`config.mk`:
```
export PLATFORM = sky130hd
export DESIGN_NAME = mem_access_ctrl
export DESIGN_NICKNAME = d
export VERILOG_FILES = /design/src/rtl/mem_access_ctrl.sv
export SDC_FILE = /design/constraint.sdc
export NUM_CORES = 1
export LEC_CHECK = 0
export BUFFER_PORTS_ARGS = -buffer_cell sky130_fd_sc_hd__buf_2
export CORE_MARGIN = 1.5
export CORE_UTILIZATION = 30
export DETAILED_ROUTE_END_ITERATION = 7
export MAX_ROUTING_LAYER = met4
export PLACE_DENSITY_LB_ADDON = 0.08
export SYNTH_ARGS = -nofsm -noshare
export SYNTH_HDL_FRONTEND = slang
export SYNTH_SLANG_ARGS = --single-unit
```
`constraint.sdc`:
```
create_clock -name clk -period 3.3 [get_ports clk]
set_input_delay 0.99 -clock clk [delete_from_list [all_inputs] [get_ports clk]]
set_output_delay 0.99 -clock clk [all_outputs]
set_load 0.01 [all_outputs]
```
`src/rtl/mem_access_ctrl.sv`:
```
// MEM-stage data-memory request controller: alignment check, one SRAM-like
// transaction per access (address phase then data phase), and load result hand-off.
module mem_access_ctrl #(
  parameter logic [31:0] ADDR_MASK = 32'h1FFF_FFFF
) (
  input  logic        clk,
  input  logic        resetn,
  input  logic        valid_m,
  input  logic [5:0]  op_m,
  input  logic [31:0] addr_m,
  input  logic [31:0] wdata_m,
  input  logic        flush,
  input  logic        mem_hold,
  output logic        data_req,
  output logic        data_wr,
  output logic [1:0]  data_size,
  output logic [31:0] data_addr,
  output logic [3:0]  data_wstrb,
  output logic [31:0] data_wdata,
  input  logic        data_addr_ok,
  input  logic [31:0] data_rdata,
  input  logic        data_data_ok,
  output logic        stall_m,
  output logic [31:0] rdata_out,
  output logic        rdata_valid,
  output logic [5:0]  op_out,
  output logic [1:0]  addr_low,
  output logic        adel,
  output logic        ades
);

  localparam logic [5:0] OP_LB  = 6'b100000;
  localparam logic [5:0] OP_LH  = 6'b100001;
  localparam logic [5:0] OP_LW  = 6'b100011;
  localparam logic [5:0] OP_LBU = 6'b100100;
  localparam logic [5:0] OP_LHU = 6'b100101;
  localparam logic [5:0] OP_SB  = 6'b101000;
  localparam logic [5:0] OP_SH  = 6'b101001;
  localparam logic [5:0] OP_SW  = 6'b101011;

  typedef enum logic [1:0] {
    ST_IDLE = 2'd0,
    ST_ADDR = 2'd1,
    ST_DATA = 2'd2,
    ST_DONE = 2'd3
  } state_t;

  state_t state_r;
  state_t next_state_s;
  logic   cancel_r;
  logic   is_load_s;
  logic   is_store_s;
  logic   misaligned_s;
  logic   start_s;

  function automatic logic [1:0] size_of(input logic [5:0] op);
    case (op)
      OP_LB, OP_LBU, OP_SB: size_of = 2'd0;
      OP_LH, OP_LHU, OP_SH: size_of = 2'd1;
      default:              size_of = 2'd2;
    endcase
  endfunction

  function automatic logic [3:0] wstrb_of(input logic [5:0] op, input logic [1:0] a);
    case (op)
      OP_SB:   wstrb_of = 4'b0001 << a;
      OP_SH:   wstrb_of = a[1] ? 4'b1100 : 4'b0011;
      OP_SW:   wstrb_of = 4'b1111;
      default: wstrb_of = 4'b0000;
    endcase
  endfunction

  // Stores replicate the source across every lane so the strobes pick the right one.
  function automatic logic [31:0] wdata_of(input logic [5:0] op, input logic [31:0] rt);
    case (op)
      OP_SB:   wdata_of = {4{rt[7:0]}};
      OP_SH:   wdata_of = {2{rt[15:0]}};
      OP_SW:   wdata_of = rt;
      default: wdata_of = 32'h0000_0000;
    endcase
  endfunction

  // Opcode decode and alignment check for the incoming MEM-stage access.
  always_comb begin
    is_load_s    = 1'b0;
    is_store_s   = 1'b0;
    misaligned_s = 1'b0;
    case (op_m)
      OP_LB, OP_LBU: is_load_s = 1'b1;
      OP_LH, OP_LHU: begin is_load_s = 1'b1;  misaligned_s = addr_m[0];      end
      OP_LW:         begin is_load_s = 1'b1;  misaligned_s = |addr_m[1:0];   end
      OP_SB:         is_store_s = 1'b1;
      OP_SH:         begin is_store_s = 1'b1; misaligned_s = addr_m[0];      end
      OP_SW:         begin is_store_s = 1'b1; misaligned_s = |addr_m[1:0];   end
      default:       begin is_load_s = 1'b0;  is_store_s = 1'b0; misaligned_s = 1'b0; end
    endcase
    start_s = (state_r == ST_IDLE) & valid_m & (is_load_s | is_store_s) &
              ~misaligned_s & ~flush & ~mem_hold;
  end

  // FSM state register.
  always_ff @(posedge clk or negedge resetn) begin
    if (!resetn) begin
      state_r <= ST_IDLE;
    end else begin
      state_r <= next_state_s;
    end
  end

  // FSM next-state logic; a cancelled transaction still drains the bus before idling.
  always_comb begin
    next_state_s = state_r;
    case (state_r)
      ST_IDLE: if (start_s) next_state_s = ST_ADDR; else next_state_s = ST_IDLE;
      ST_ADDR: if (data_addr_ok) next_state_s = ST_DATA; else next_state_s = ST_ADDR;
      ST_DATA: begin
        if (data_data_ok) begin
          if (cancel_r) next_state_s = ST_IDLE; else next_state_s = ST_DONE;
        end else begin
          next_state_s = ST_DATA;
        end
      end
      ST_DONE: if (!mem_hold || flush) next_state_s = ST_IDLE; else next_state_s = ST_DONE;
      default: next_state_s = ST_IDLE;
    endcase
  end

  // FSM combinational outputs: pipeline stall and address-error flags.
  always_comb begin
    stall_m = start_s | (state_r == ST_ADDR) | (state_r == ST_DATA);
    adel    = (state_r == ST_IDLE) & valid_m & is_load_s & misaligned_s;
    ades    = (state_r == ST_IDLE) & valid_m & is_store_s & misaligned_s;
  end

  // Cancel flag: a flush while the bus is busy marks the transaction as discarded.
  always_ff @(posedge clk or negedge resetn) begin
    if (!resetn) begin
      cancel_r <= 1'b0;
    end else begin
      case (state_r)
        ST_ADDR: if (flush) cancel_r <= 1'b1;
        ST_DATA: begin
          if (data_data_ok) cancel_r <= 1'b0;
          else if (flush)   cancel_r <= 1'b1;
        end
        default: cancel_r <= 1'b0;
      endcase
    end
  end

  // Request fields: captured on start and held stable through the address phase.
  always_ff @(posedge clk or negedge resetn) begin
    if (!resetn) begin
      data_req   <= 1'b0;
      data_wr    <= 1'b0;
      data_size  <= 2'd0;
      data_addr  <= 32'h0000_0000;
      data_wstrb <= 4'b0000;
      data_wdata <= 32'h0000_0000;
      op_out     <= 6'b000000;
      addr_low   <= 2'b00;
    end else if (start_s) begin
      data_req   <= 1'b1;
      data_wr    <= is_store_s;
      data_size  <= size_of(op_m);
      data_addr  <= addr_m & ADDR_MASK;
      data_wstrb <= wstrb_of(op_m, addr_m[1:0]);
      data_wdata <= wdata_of(op_m, wdata_m);
      op_out     <= op_m;
      addr_low   <= addr_m[1:0];
    end else if ((state_r == ST_ADDR) && data_addr_ok) begin
      data_req   <= 1'b0;
    end
  end

  // Response capture: stores complete like loads but leave rdata_out untouched.
  always_ff @(posedge clk or negedge resetn) begin
    if (!resetn) begin
      rdata_out   <= 32'h0000_0000;
      rdata_valid <= 1'b0;
    end else if ((state_r == ST_DATA) && data_data_ok && !cancel_r) begin
      rdata_valid <= 1'b1;
      if (!data_wr) rdata_out <= data_rdata;
    end else if ((state_r == ST_DONE) && (!mem_hold || flush)) begin
      rdata_valid <= 1'b0;
    end
  end

endmodule

```
==> key figures <==
Worst setup path
  • Worst setup path class: in -> out
  • Worst EP arrival: 2.24 ns
  • Critical-path top delay cell: or3_4
  • Crit. End Element: output pin
  • Crit-path cells: buf_6 > nand2b_4 > or2_4 > or3_4 > nor4_4 > buf_2
  • CP Max Fanout: 2
  • Slowest stage delay, CP: 0.39 ns
  • Buf/Inv on CP: 2
  • Kind of cell adding the most delay to the critical path: simple AND/OR/NAND/NOR gates
  • Worst EP required: 2.31 ns
  • Worst Setup Start Kind: input pin
  • R2r setup slk: 0.87 ns

Cells and area
  • Commonest non-fill, non-tap cell in the layout: buf_2
  • Share of cells above drive strength 1: 57.0%
  • Most frequent cells in the layout: buf_2 (216), dfrtp_1 (111), mux2_2 (87)
  • Layout Cells excl Fill: 825
  • Finished Cell Area: 6590 sq um
  • # fillers: 1557
  • Fin nets: 717
  • # diodes: 0
  • Synthesis-to-layout area growth: 35.9%

Logic synthesis
  • Post-synth ARST share: 100%
  • Post-Syn Area: 4850 sq um
  • Yosys cell types: 32
  • Synthesized instance count: 379
  • Yosys warnings: 0
  • Flops & latches, synth: 111
  • Top cells by area, synth: dfrtp_1 (57%), mux2_2 (20%), mux2_1 (3.9%)
  • Post-synth EDFFs: 0
  • Share of the synthesized area in the top cell type: 57.3%
  • Mapped Avg Cell Area: 12.8 sq um
  • Seq/Total Area, Yosys: 57.3%
  • Synth Flop Type: dfrtp_1
  • Dominant cell type by area after synthesis: dfrtp_1

Die
  • IO Pins: 225
  • Initial core utilization: 30.6%
  • Die height: 130 um
  • Core Area: 15800 sq um
  • Die area: 16900 sq um
  • Die X: 130 um
  • FP Rows: 46

Detailed routing
  • DR iter-0 viols: 107
  • Final wirelength: 12700 um
  • Drt via density: 4.42
  • Drt pass-1 iters: 4
  • Remaining antenna violation count: 0
  • Via Count: 3649
  • Remaining routing DRC violations: 0
  • WL per Instance: 15.4 um

Placed design
  • DP Cell Count: 809
  • Placed cell areas: 6260 sq um
  • Detailed placement HPWL: 9310 um
  • GPL Wtd Cong: 0.782
  • IO Port Bufs: 218

STA
  • Fin crit period: 3.23 ns
  • Slew headroom: 57.1%
  • Final setup violating endpoints: 0
  • Setup tns final: 0 ns
  • Slew @ Worst Pin: 0.644 ns
  • Final hold vios: 0
  • Slew Limit Fails: 0
  • Worst hold slack: 0.472 ns
  • Final Skew: 0.00711 ns
  • Max Freq: 0.309 GHz
  • Fin crit share: 98.0%
  • RSZ-0062 raised after global routing: false

Power and ir drop
  • Max VDD drop: 0.234 mV
  • Leakage power: 3.60 nW
  • Power Density: 470 nW/um^2

Clocking
  • TritonCTS Buffers: 9
  • # Post-CTS Setup Buffers: 0
  • Clock root cell: clkbuf_16
  • CTS tree: yes
  • H-Tree Depth: 3
  • Clock latency on the worst-skew pair: 0.35 ns
  • Worst-path clk slew: 0.07 ns
  • # clock sinks: 111
  • Clock Path Buffers: 2

Global routing
  • Initial antenna violation count: 0
  • Gr ovfl total: 0
  • Number of global-route vias before repair: 3700
  • First-pass GRT wire length: 19500 um
  • GRT Overall Usage: 15.6%
  • Largest net degree at the start of global routing: 57

Outcome
  • Run status: finished clean

Job
  • Max Cap Viol: 0

Worst hold path
  • Worst hold path class: reg -> reg
## routing by layer
layer  GRT usage, %  vias up  part of all wire [%]
li1               -     1746                     -
met5              -        -                     0
met2           23.5      124                    47
met1           20.2     1765                    45
met4           6.34        0                   1.4
met3           3.81       14                   6.5
## final timing paths
| check | end | from | depth (start not counted) |
|---|---|---|---|
| worst min-delay path | op_out[5]$_DFFE_PN0P_ | op_out[5]$_DFFE_PN0P_ | 1 |
| worst min register to register | op_out[5]$_DFFE_PN0P_ | op_out[5]$_DFFE_PN0P_ | 1 |
| min in group asynchronous | data_wdata[22]$_DFFE_PN0P_ | resetn | 1 |
| worst max-delay path | adel | op_m[4] | 6 |
| max in group asynchronous | data_addr[25]$_DFFE_PN0P_ | resetn | 2 |
| worst max register to register | data_wr$_DFFE_PN0P_ | state_r[0]$_DFF_PN0_ | 8 |
## area by class of cell
cell class / count / area [sq um] / area share, %
Clock buffer: 11 / 243 / 3.68
Clock inverter: 5 / 56.3 / 0.854
Inverter: 15 / 56.3 / 0.854
Multi-Input combinational cell: 229 / 1910 / 29.0
Sequential cell: 111 / 2780 / 42.1
Tap cell: 216 / 270 / 4.10
Timing Repair Buffer: 238 / 1270 / 19.3
## power breakdown
group / switching [W] / internal [W] / leakage [nW]
Clock: 0.000498 / 0.000611 / 0.146
Combinational: 0.000237 / 0.000228 / 1.96
Sequential: 0.0000531 / 0.00147 / 1.49
Total: 0.000787 / 0.00231 / 3.60
## cells by family (layout without fill, tap and decap cells)
group | count (synthesis) | count (layout) | synth area share, %
AO/OA/AOI/OAI | 44 | 44 | 5.63
buffers and inverters | 41 | 269 | 4.28
other | 1 | 3 | 0.0773
flip-flops | 111 | 111 | 57.3
multiplexers | 112 | 112 | 25.8
AND/OR/NAND/NOR | 66 | 66 | 5.88
adder cells (fa/ha/maj) | 4 | 4 | 1.03
## registers in the layout (all words and copies together), names as in the netlist
register     flops
data_wr          1
data_req         1
addr_low         1
data_addr       28
cancel_r         1
data_wdata      32
rdata_out       32
op_out           6
rdata_valid      1
state_r          2
data_size        2
data_wstrb       4
## what timing repair did
item | in CTS | in global routing
resized for setup | 5 | 2
hold buffers | 0 | 0
pin swaps | 2 | 3
setup endpoints to repair | 1 | 2
## stage by stage
step,setup WS [ns],util (%),power [W]
6_report,0.0660,41.6,0.00310
5_1_grt,0.00235,41.6,0.00327
4_1_cts,0.0183,41.6,0.00316
3_5_place_dp,-0.0382,39.5,0.00202
3_3_place_gp,-0.00469,39.5,0.00202
2_1_floorplan,0.0350,-,0.00176
## Yosys cell counts (2+ instances only)
master,number
mux2_1,17
buf_2,10
buf_4,7
mux2i_1,8
dfrtp_1,111
or2_2,2
a22oi_1,8
clkbuf_1,7
inv_1,15
o21ai_0,4
nor2b_1,3
nand2b_1,2
a31oi_1,2
o21bai_1,2
nor2_1,15
a21o_1,3
mux2_2,87
buf_6,2
a21oi_1,21
ha_1,4
nand2_1,37
or3_1,2
Power figures use the tool's default switching activity.
